**config.mk**
```make
export PLATFORM = sky130hd
export DESIGN_NAME = mini_cnn_window_feeder_flat
export DESIGN_NICKNAME = d
export VERILOG_FILES = /design/src/rtl/mini_cnn_window_feeder_if.sv /design/src/rtl/mini_cnn_window_feeder.sv /design/src/flat_wrapper.sv
export SDC_FILE = /design/constraint.sdc
export NUM_CORES = 1
export LEC_CHECK = 0
export ABC_AREA = 1
export ABC_CLOCK_PERIOD_IN_PS = 9300
export CAP_MARGIN = 20
export CORE_ASPECT_RATIO = 0.75
export CORE_MARGIN = 3
export CORE_UTILIZATION = 47
export CTS_BUF_LIST = sky130_fd_sc_hd__clkbuf_4 sky130_fd_sc_hd__clkbuf_8
export DETAILED_ROUTE_END_ITERATION = 8
export GPL_TIMING_DRIVEN = 0
export PLACE_DENSITY = 0.61
export SETUP_SLACK_MARGIN = 0.05
export SLEW_MARGIN = 20
export SYNTH_ARGS = -nofsm -noshare
export SYNTH_HDL_FRONTEND = slang
export SYNTH_SLANG_ARGS = --single-unit
export TNS_END_PERCENT = 30
```
**constraint.sdc**
```tcl
create_clock -name clk -period 9.3 [get_ports clk]
set_input_delay 1.86 -clock clk [delete_from_list [all_inputs] [get_ports clk]]
set_output_delay 1.86 -clock clk [all_outputs]
set_load 0.02 [all_outputs]
```
**src/rtl/mini_cnn_window_feeder_if.sv**
```systemverilog
// Pixel stream handshake between the upstream source and the window feeder.
interface mini_cnn_window_feeder_if #(
    parameter int DATA_W = 8
) ();
    logic                     pix_valid;
    logic                     pix_sof;
    logic signed [DATA_W-1:0] pix_data;
    logic                     pix_ready;

    modport master (output pix_valid, output pix_sof, output pix_data, input pix_ready);
    modport slave  (input pix_valid, input pix_sof, input pix_data, output pix_ready);
endinterface

```
**src/rtl/mini_cnn_window_feeder.sv**
```systemverilog
// Builds 3x3 windows from a row-major pixel stream and serially feeds each window
// followed by the kernel weights to the processing element.
module mini_cnn_window_feeder #(
    parameter int IMG_W    = 8,
    parameter int DATA_W   = 8,
    parameter int WIN_SIZE = 9,
    parameter int POS_W    = 16
) (
    input  logic                     clk,
    input  logic                     rst,
    input  logic                     k_we,
    input  logic [3:0]               k_addr,
    input  logic signed [DATA_W-1:0] k_data,
    mini_cnn_window_feeder_if.slave  pix,
    output logic signed [DATA_W-1:0] pe_data,
    output logic                     pe_start,
    input  logic                     pe_done,
    output logic [POS_W-1:0]         win_row,
    output logic [POS_W-1:0]         win_col,
    output logic [POS_W-1:0]         win_count,
    output logic                     busy
);
    localparam int LB_AW = (IMG_W > 1) ? $clog2(IMG_W) : 1;
    localparam logic [4:0] LAST_IDX = 5'(2 * WIN_SIZE - 1);

    localparam logic [1:0] IDLE = 2'd0;
    localparam logic [1:0] SEND = 2'd1;
    localparam logic [1:0] WAIT = 2'd2;

    logic [1:0]               state;
    logic [4:0]               idx;
    logic [4:0]               nidx;
    logic [POS_W-1:0]         row;
    logic [POS_W-1:0]         col;
    logic [POS_W-1:0]         next_row;
    logic [POS_W-1:0]         next_col;
    logic [LB_AW-1:0]         lb_idx;
    logic                     accept;
    logic                     complete;
    logic signed [DATA_W-1:0] next_val;

    logic signed [DATA_W-1:0] lb0   [0:IMG_W-1];
    logic signed [DATA_W-1:0] lb1   [0:IMG_W-1];
    logic signed [DATA_W-1:0] col_a [0:2];
    logic signed [DATA_W-1:0] col_b [0:2];
    logic signed [DATA_W-1:0] new_col [0:2];
    logic signed [DATA_W-1:0] sbuf  [0:WIN_SIZE-1];
    logic signed [DATA_W-1:0] kern  [0:8];

    // Position of the pixel being offered and the column entering the window.
    always_comb begin
        accept = (state == IDLE) && pix.pix_ready && pix.pix_valid;
        if (pix.pix_sof) begin
            next_row = '0;
            next_col = '0;
        end else if (col == POS_W'(IMG_W - 1)) begin
            next_row = row + POS_W'(1);
            next_col = '0;
        end else begin
            next_row = row;
            next_col = col + POS_W'(1);
        end
        lb_idx     = next_col[LB_AW-1:0];
        complete   = accept && (next_row >= POS_W'(2)) && (next_col >= POS_W'(2));
        new_col[0] = lb0[lb_idx];
        new_col[1] = lb1[lb_idx];
        new_col[2] = pix.pix_data;
        nidx       = idx + 5'd1;
        if (nidx < 5'(WIN_SIZE)) begin
            next_val = sbuf[nidx[3:0]];
        end else begin
            next_val = kern[4'(nidx - 5'(WIN_SIZE))];
        end
    end

    always_ff @(posedge clk) begin
        if (accept) begin
            lb0[lb_idx] <= lb1[lb_idx];
            lb1[lb_idx] <= pix.pix_data;
            for (int r = 0; r < 3; r++) begin
                col_a[r] <= col_b[r];
                col_b[r] <= new_col[r];
            end
        end
        if (complete) begin
            for (int r = 0; r < 3; r++) begin
                sbuf[r*3]     <= col_a[r];
                sbuf[r*3 + 1] <= col_b[r];
                sbuf[r*3 + 2] <= new_col[r];
            end
        end
    end

    // Kernel writes land only in IDLE so the weights stay frozen for the window in flight.
    always_ff @(posedge clk) begin
        if (rst) begin
            state         <= IDLE;
            idx           <= '0;
            row           <= '0;
            col           <= '0;
            pix.pix_ready <= 1'b0;
            pe_start      <= 1'b0;
            pe_data       <= '0;
            win_row       <= '0;
            win_col       <= '0;
            win_count     <= '0;
            busy          <= 1'b0;
            for (int k = 0; k < 9; k++) kern[k] <= '0;
        end else begin
            if ((state == IDLE) && k_we && (k_addr < 4'd9)) kern[k_addr] <= k_data;
            case (state)
                IDLE: begin
                    pix.pix_ready <= 1'b1;
                    if (accept) begin
                        row <= next_row;
                        col <= next_col;
                        if (pix.pix_sof) win_count <= '0;
                        if (complete) begin
                            state         <= SEND;
                            idx           <= '0;
                            pe_start      <= 1'b1;
                            pe_data       <= col_a[0];
                            win_row       <= next_row - POS_W'(2);
                            win_col       <= next_col - POS_W'(2);
                            win_count     <= win_count + POS_W'(1);
                            busy          <= 1'b1;
                            pix.pix_ready <= 1'b0;
                        end
                    end
                end
                SEND: begin
                    if (idx == LAST_IDX) begin
                        state    <= WAIT;
                        pe_start <= 1'b0;
                        pe_data  <= '0;
                    end else begin
                        idx     <= nidx;
                        pe_data <= next_val;
                    end
                end
                WAIT: begin
                    if (pe_done) begin
                        state         <= IDLE;
                        busy          <= 1'b0;
                        pix.pix_ready <= 1'b1;
                    end
                end
                default: begin
                    state    <= IDLE;
                    pe_start <= 1'b0;
                    pe_data  <= '0;
                    busy     <= 1'b0;
                end
            endcase
        end
    end
endmodule

```
**src/flat_wrapper.sv**
```systemverilog
// flat-port wrapper written by rule: the top's interface ports become plain ports
module mini_cnn_window_feeder_flat 
#(
    parameter int IMG_W    = 8,
    parameter int DATA_W   = 8,
    parameter int WIN_SIZE = 9,
    parameter int POS_W    = 16
)
  (clk, rst, k_we, k_addr, k_data, pe_data, pe_start, pe_done, win_row, win_col, win_count, busy, pix_pix_valid, pix_pix_sof, pix_pix_data, pix_pix_ready);
  mini_cnn_window_feeder_if #(.DATA_W(DATA_W)) pix_i ();
  input  logic clk;
  input  logic rst;
  input  logic k_we;
  input  logic [3:0] k_addr;
  input  logic signed [DATA_W-1:0] k_data;
  output logic signed [DATA_W-1:0] pe_data;
  output logic pe_start;
  input  logic pe_done;
  output logic [POS_W-1:0] win_row;
  output logic [POS_W-1:0] win_col;
  output logic [POS_W-1:0] win_count;
  output logic busy;
  input wire logic [$bits(pix_i.pix_valid)-1:0] pix_pix_valid;
  input wire logic [$bits(pix_i.pix_sof)-1:0] pix_pix_sof;
  input wire logic [$bits(pix_i.pix_data)-1:0] pix_pix_data;
  output wire logic [$bits(pix_i.pix_ready)-1:0] pix_pix_ready;
  assign pix_i.pix_valid = pix_pix_valid;
  assign pix_i.pix_sof = pix_pix_sof;
  assign pix_i.pix_data = pix_pix_data;
  assign pix_pix_ready = pix_i.pix_ready;
  mini_cnn_window_feeder #(.IMG_W(IMG_W), .DATA_W(DATA_W), .WIN_SIZE(WIN_SIZE), .POS_W(POS_W)) u_core (.clk(clk), .rst(rst), .k_we(k_we), .k_addr(k_addr), .k_data(k_data), .pix(pix_i), .pe_data(pe_data), .pe_start(pe_start), .pe_done(pe_done), .win_row(win_row), .win_col(win_col), .win_count(win_count), .busy(busy));
endmodule
```
==> flow_summary.ini, run 1 <==
[status]
status = finished clean

[logic_synthesis]
synth.distinct_cells = 49
mappedNetlistArea_um2 = 19800
synth_area_per_cell_um2 = 11.2
ys_warn_count = 0
yosys_most_used_dff = edfxtp_1
synth_edf_count = 376
ys_seq_area_share_pct = 67.0
synth_top_area_cell = edfxtp_1
synth.area.top_cells = edfxtp_1 57%, dfxtp_1 9.9%, nand2_1 5.0%
syn_inst = 1771
async_flop_share_pct = 0
ys_seq_elements = 474
yosysTopAreaCellShare_pct = 57.1

[floorplanning]
die_y_um = 184
core_um2 = 41200
io_pins = 85
die_x_um = 243
fp-row-count = 64
die-area_um2 = 44600
initial_core_util_pct = 48.0

[clocking]
cts.repair.resized = 0
clk_latency_ns = 0.63
cts_buffers = 75
cts_tree = yes
htreeDepth = 3
cts_root_buf = clkbuf_8
cts_max_path_buffers = 3
cts_setup_buffers = 0
cts-hold-fix-buffers = 0
clock_sinks = 474
path_clk_slew_ns = 0.07

[critical_path]
end_kind = flip-flop
max_stage_delay_ns = 0.59
rrSetupSlack_ns = 5.11
cp_cell_sequence = clkdlybuf4s50_1 > inv_1 > buf_1 > nand3_1 > clkbuf_1 > clkinv_1 > clkbuf_1 > ha_1 > nand3_1 > inv_1
worst_ep_arrival_time_ns = 5.58
worstReg2RegStart = u_core.col[0]$_SDFFE_PP0P_
critPathSlowestCell = inv_1
worstPathRequired_ns = 9.54
worst_path_dominant_cell_family = buffers and inverters
worst_setup_path_start_kind = primary input
reg2regPathDepth = 10
path_class = primary input to flip-flop
r2r_end = u_core.col_b[0][14]$_DFFE_PP_
path_buf_inv = 7
crit_start = pix_pix_sof
crit_fanout = 16

[job]
maxCapViolations = 0

[worst_hold_path]
holdPathEnd = u_core.sbuf[3][6]$_DFFE_PP_
hold_path.class = flip-flop to flip-flop
min_path_cells = 0
min_from = u_core.col_a[0][14]$_DFFE_PP_

[power_and_ir_drop]
powerDensity_nw_per_um2 = 228
p_leak_nw = 8.33
vdd_drop_max_mv = 0.141

[timing]
skew_ns = 0.0279
final.hold.worst_slack_ns = 0.404
hold_violations = 0
setup_viol = 0
worstMarginPinSlew_ns = 1.06
fmax_mhz = 187
relSlewSlack_pct = 29.3
min_period_over_period_pct = 57.4
fin_tns_setup_ns = 0
grt_setup_unrepaired = false
report.final.slew_viol_count = 0
fin_crit_ns = 5.34

[layout]
area_growth_pct = 16.8
diodes = 0
drive_gt1_share_pct = 10.5
post-route-util_pct = 56.1
fillers = 3586
fin_nets = 2030

[route]
antenna_left = 0
drt_iter0_markers = 1803
post-route-drc-count = 0
wl_mm = 55.1
dr.pass1.iters = 5
vias_per_cell = 5.63
wl_per_cell_um = 21.1
via_count = 14713

[global_routing]
antenna_found_initial = 0
grt_max_degree = 82
grt_remaining_overflow = 0
grt_pass1_wl_mm = 83.7
grt_pass1_vias = 13830
grt_usage_pct = 24.6

[placement]
portBuffers = 84
dp_hpwl_mm = 38.1
gp_congestion = 0.877
==> layout make-up <==
class / instances / area, um^2 / share of cell area, %
Sequential cell: 474 / 13300 / 57.4
Inverter: 101 / 379 / 1.64
Timing Repair Buffer: 90 / 937 / 4.06
Tap cell: 561 / 702 / 3.04
Buffer: 78 / 347 / 1.50
Clock inverter: 31 / 174 / 0.753
Multi-Input combinational cell: 1173 / 6010 / 26.0
Clock buffer: 105 / 1280 / 5.56
==> sequential cells by signal, summed over array words and instances, names as in the netlist, 5 cells and up <==
name and flops:
u_core.kern 128, u_core.sbuf 72, u_core.lb0 64, u_core.lb1 64
u_core.col_a 24, u_core.col_b 24, u_core.col 16, u_core.row 16
u_core.win_col 16, u_core.win_count 16, u_core.win_row 16, u_core.pe_data 8
u_core.idx 5
==> metrics by stage <==
stage | power [W] | area (um^2) | instances | setup WS, ns
2_1_floorplan | 0.00314 | 20000 | 1826 | 4.92
3_3_place_gp | 0.00353 | 21500 | 2471 | 2.83
3_5_place_dp | 0.00355 | 21600 | 2477 | 3.40
4_1_cts | 0.00529 | 23100 | 2613 | 4.06
5_1_grt | 0.00550 | 23100 | 2613 | 3.77
6_report | 0.00527 | 23100 | 2613 | 3.96
==> cell families after synthesis <==
group / Yosys count / synth area share [%]
flip-flops: 474 / 67.0
buffers and inverters: 179 / 3.66
other: 1 / 0.0190
AND/OR/NAND/NOR: 696 / 15.6
adder cells (fa/ha/maj): 11 / 0.696
AO/OA/AOI/OAI: 378 / 11.5
XOR/XNOR: 32 / 1.46
==> routing by layer <==
layer	share of wire, %	track usage, %	routed length, um
met5	0	0	0
met4	1.8	6.38	969
met3	10	5.85	5630
met2	41	34.4	22600
met1	47	38.5	25900
==> worst max-delay path by stage <==
stage | endpoint | slack [ns] | cells past startpoint
finish | u_core.lb1[6][5]$_DFFE_PP_ | 3.96 | 10
global route | u_core.lb1[2][1]$_DFFE_PP_ | 3.77 | 10
CTS | u_core.lb1[6][1]$_DFFE_PP_ | 4.06 | 10
detailed placement | u_core.lb1[3][2]$_DFFE_PP_ | 3.40 | 11
global placement | u_core.lb0[7][3]$_DFFE_PP_ | 2.83 | 10
floorplan | u_core.lb0[3][0]$_DFFE_PP_ | 4.92 | 9
==> cell usage after synthesis, types with 2 or more instances <==
library cell	instances
a21oi_1	90
a22o_1	2
a22oi_1	2
a31oi_1	18
a41oi_1	3
and3_1	17
buf_1	6
buf_2	8
buf_6	5
clkbuf_1	57
clkinv_1	12
dfxtp_1	98
edfxtp_1	376
ha_1	11
inv_1	81
inv_2	8
nand2_1	261
nand2_2	4
nand3_1	105
nand3_2	5
nand3b_1	5
nand4_1	17
nor2_1	208
nor2_2	2
nor2_4	4
nor3_1	17
nor4_1	2
o2111ai_1	6
o211ai_1	34
o21ai_0	112
o21ai_1	3
o21bai_1	2
o221ai_1	33
o22a_1	2
o22ai_1	66
o31ai_1	2
or2_2	46
xnor2_1	7
xor2_1	24
==> cells in the final DEF (no fill, tap or decap), types with 17 or more instances in the layout <==
cell,netlist,layout
clkbuf_1,57,57
nor3_1,17,17
o211ai_1,34,34
clkbuf_8,0,79
nand2_1,261,261
edfxtp_1,376,376
a21oi_1,90,90
nand3_1,105,105
nand4_1,17,17
o21ai_0,112,112
and3_1,17,17
clkdlybuf4s50_1,0,84
xor2_1,24,24
o221ai_1,33,33
a31oi_1,18,18
clkbuf_4,0,26
clkinv_1,12,30
conb_1,1,56
o22ai_1,66,66
inv_1,81,81
nor2_1,208,204
dfxtp_1,98,98
or2_2,46,46
==> power by group <==
group,leakage [nW],switching (W),total (W),internal [W]
clock network,0.777,0.000828,0.00175,0.000923
registers,4.34,0.0000681,0.00253,0.00246
logic,3.21,0.000690,0.000990,0.000300
Power figures use the tool's default switching activity.
==> inputs of run 2 (changes only) <==
- ABC_CLOCK_PERIOD_IN_PS: 9300 -> 5100
- clock period: 9.3 -> 5.1 ns (I/O delays scaled with it)
==> results of run 2 <==
Same layout as run 1 (identical final DEF). Status: finished clean.
Among the figures that moved: setup slack after placement 3.40 ns -> 0.0359 ns; setup slack after layout 3.96 ns -> 0.601 ns; register-to-register setup slack 5.11 ns -> 0.91 ns; total power 0.00527 W -> 0.00961 W; worst IR drop on VDD 0.141 mV -> 0.258 mV
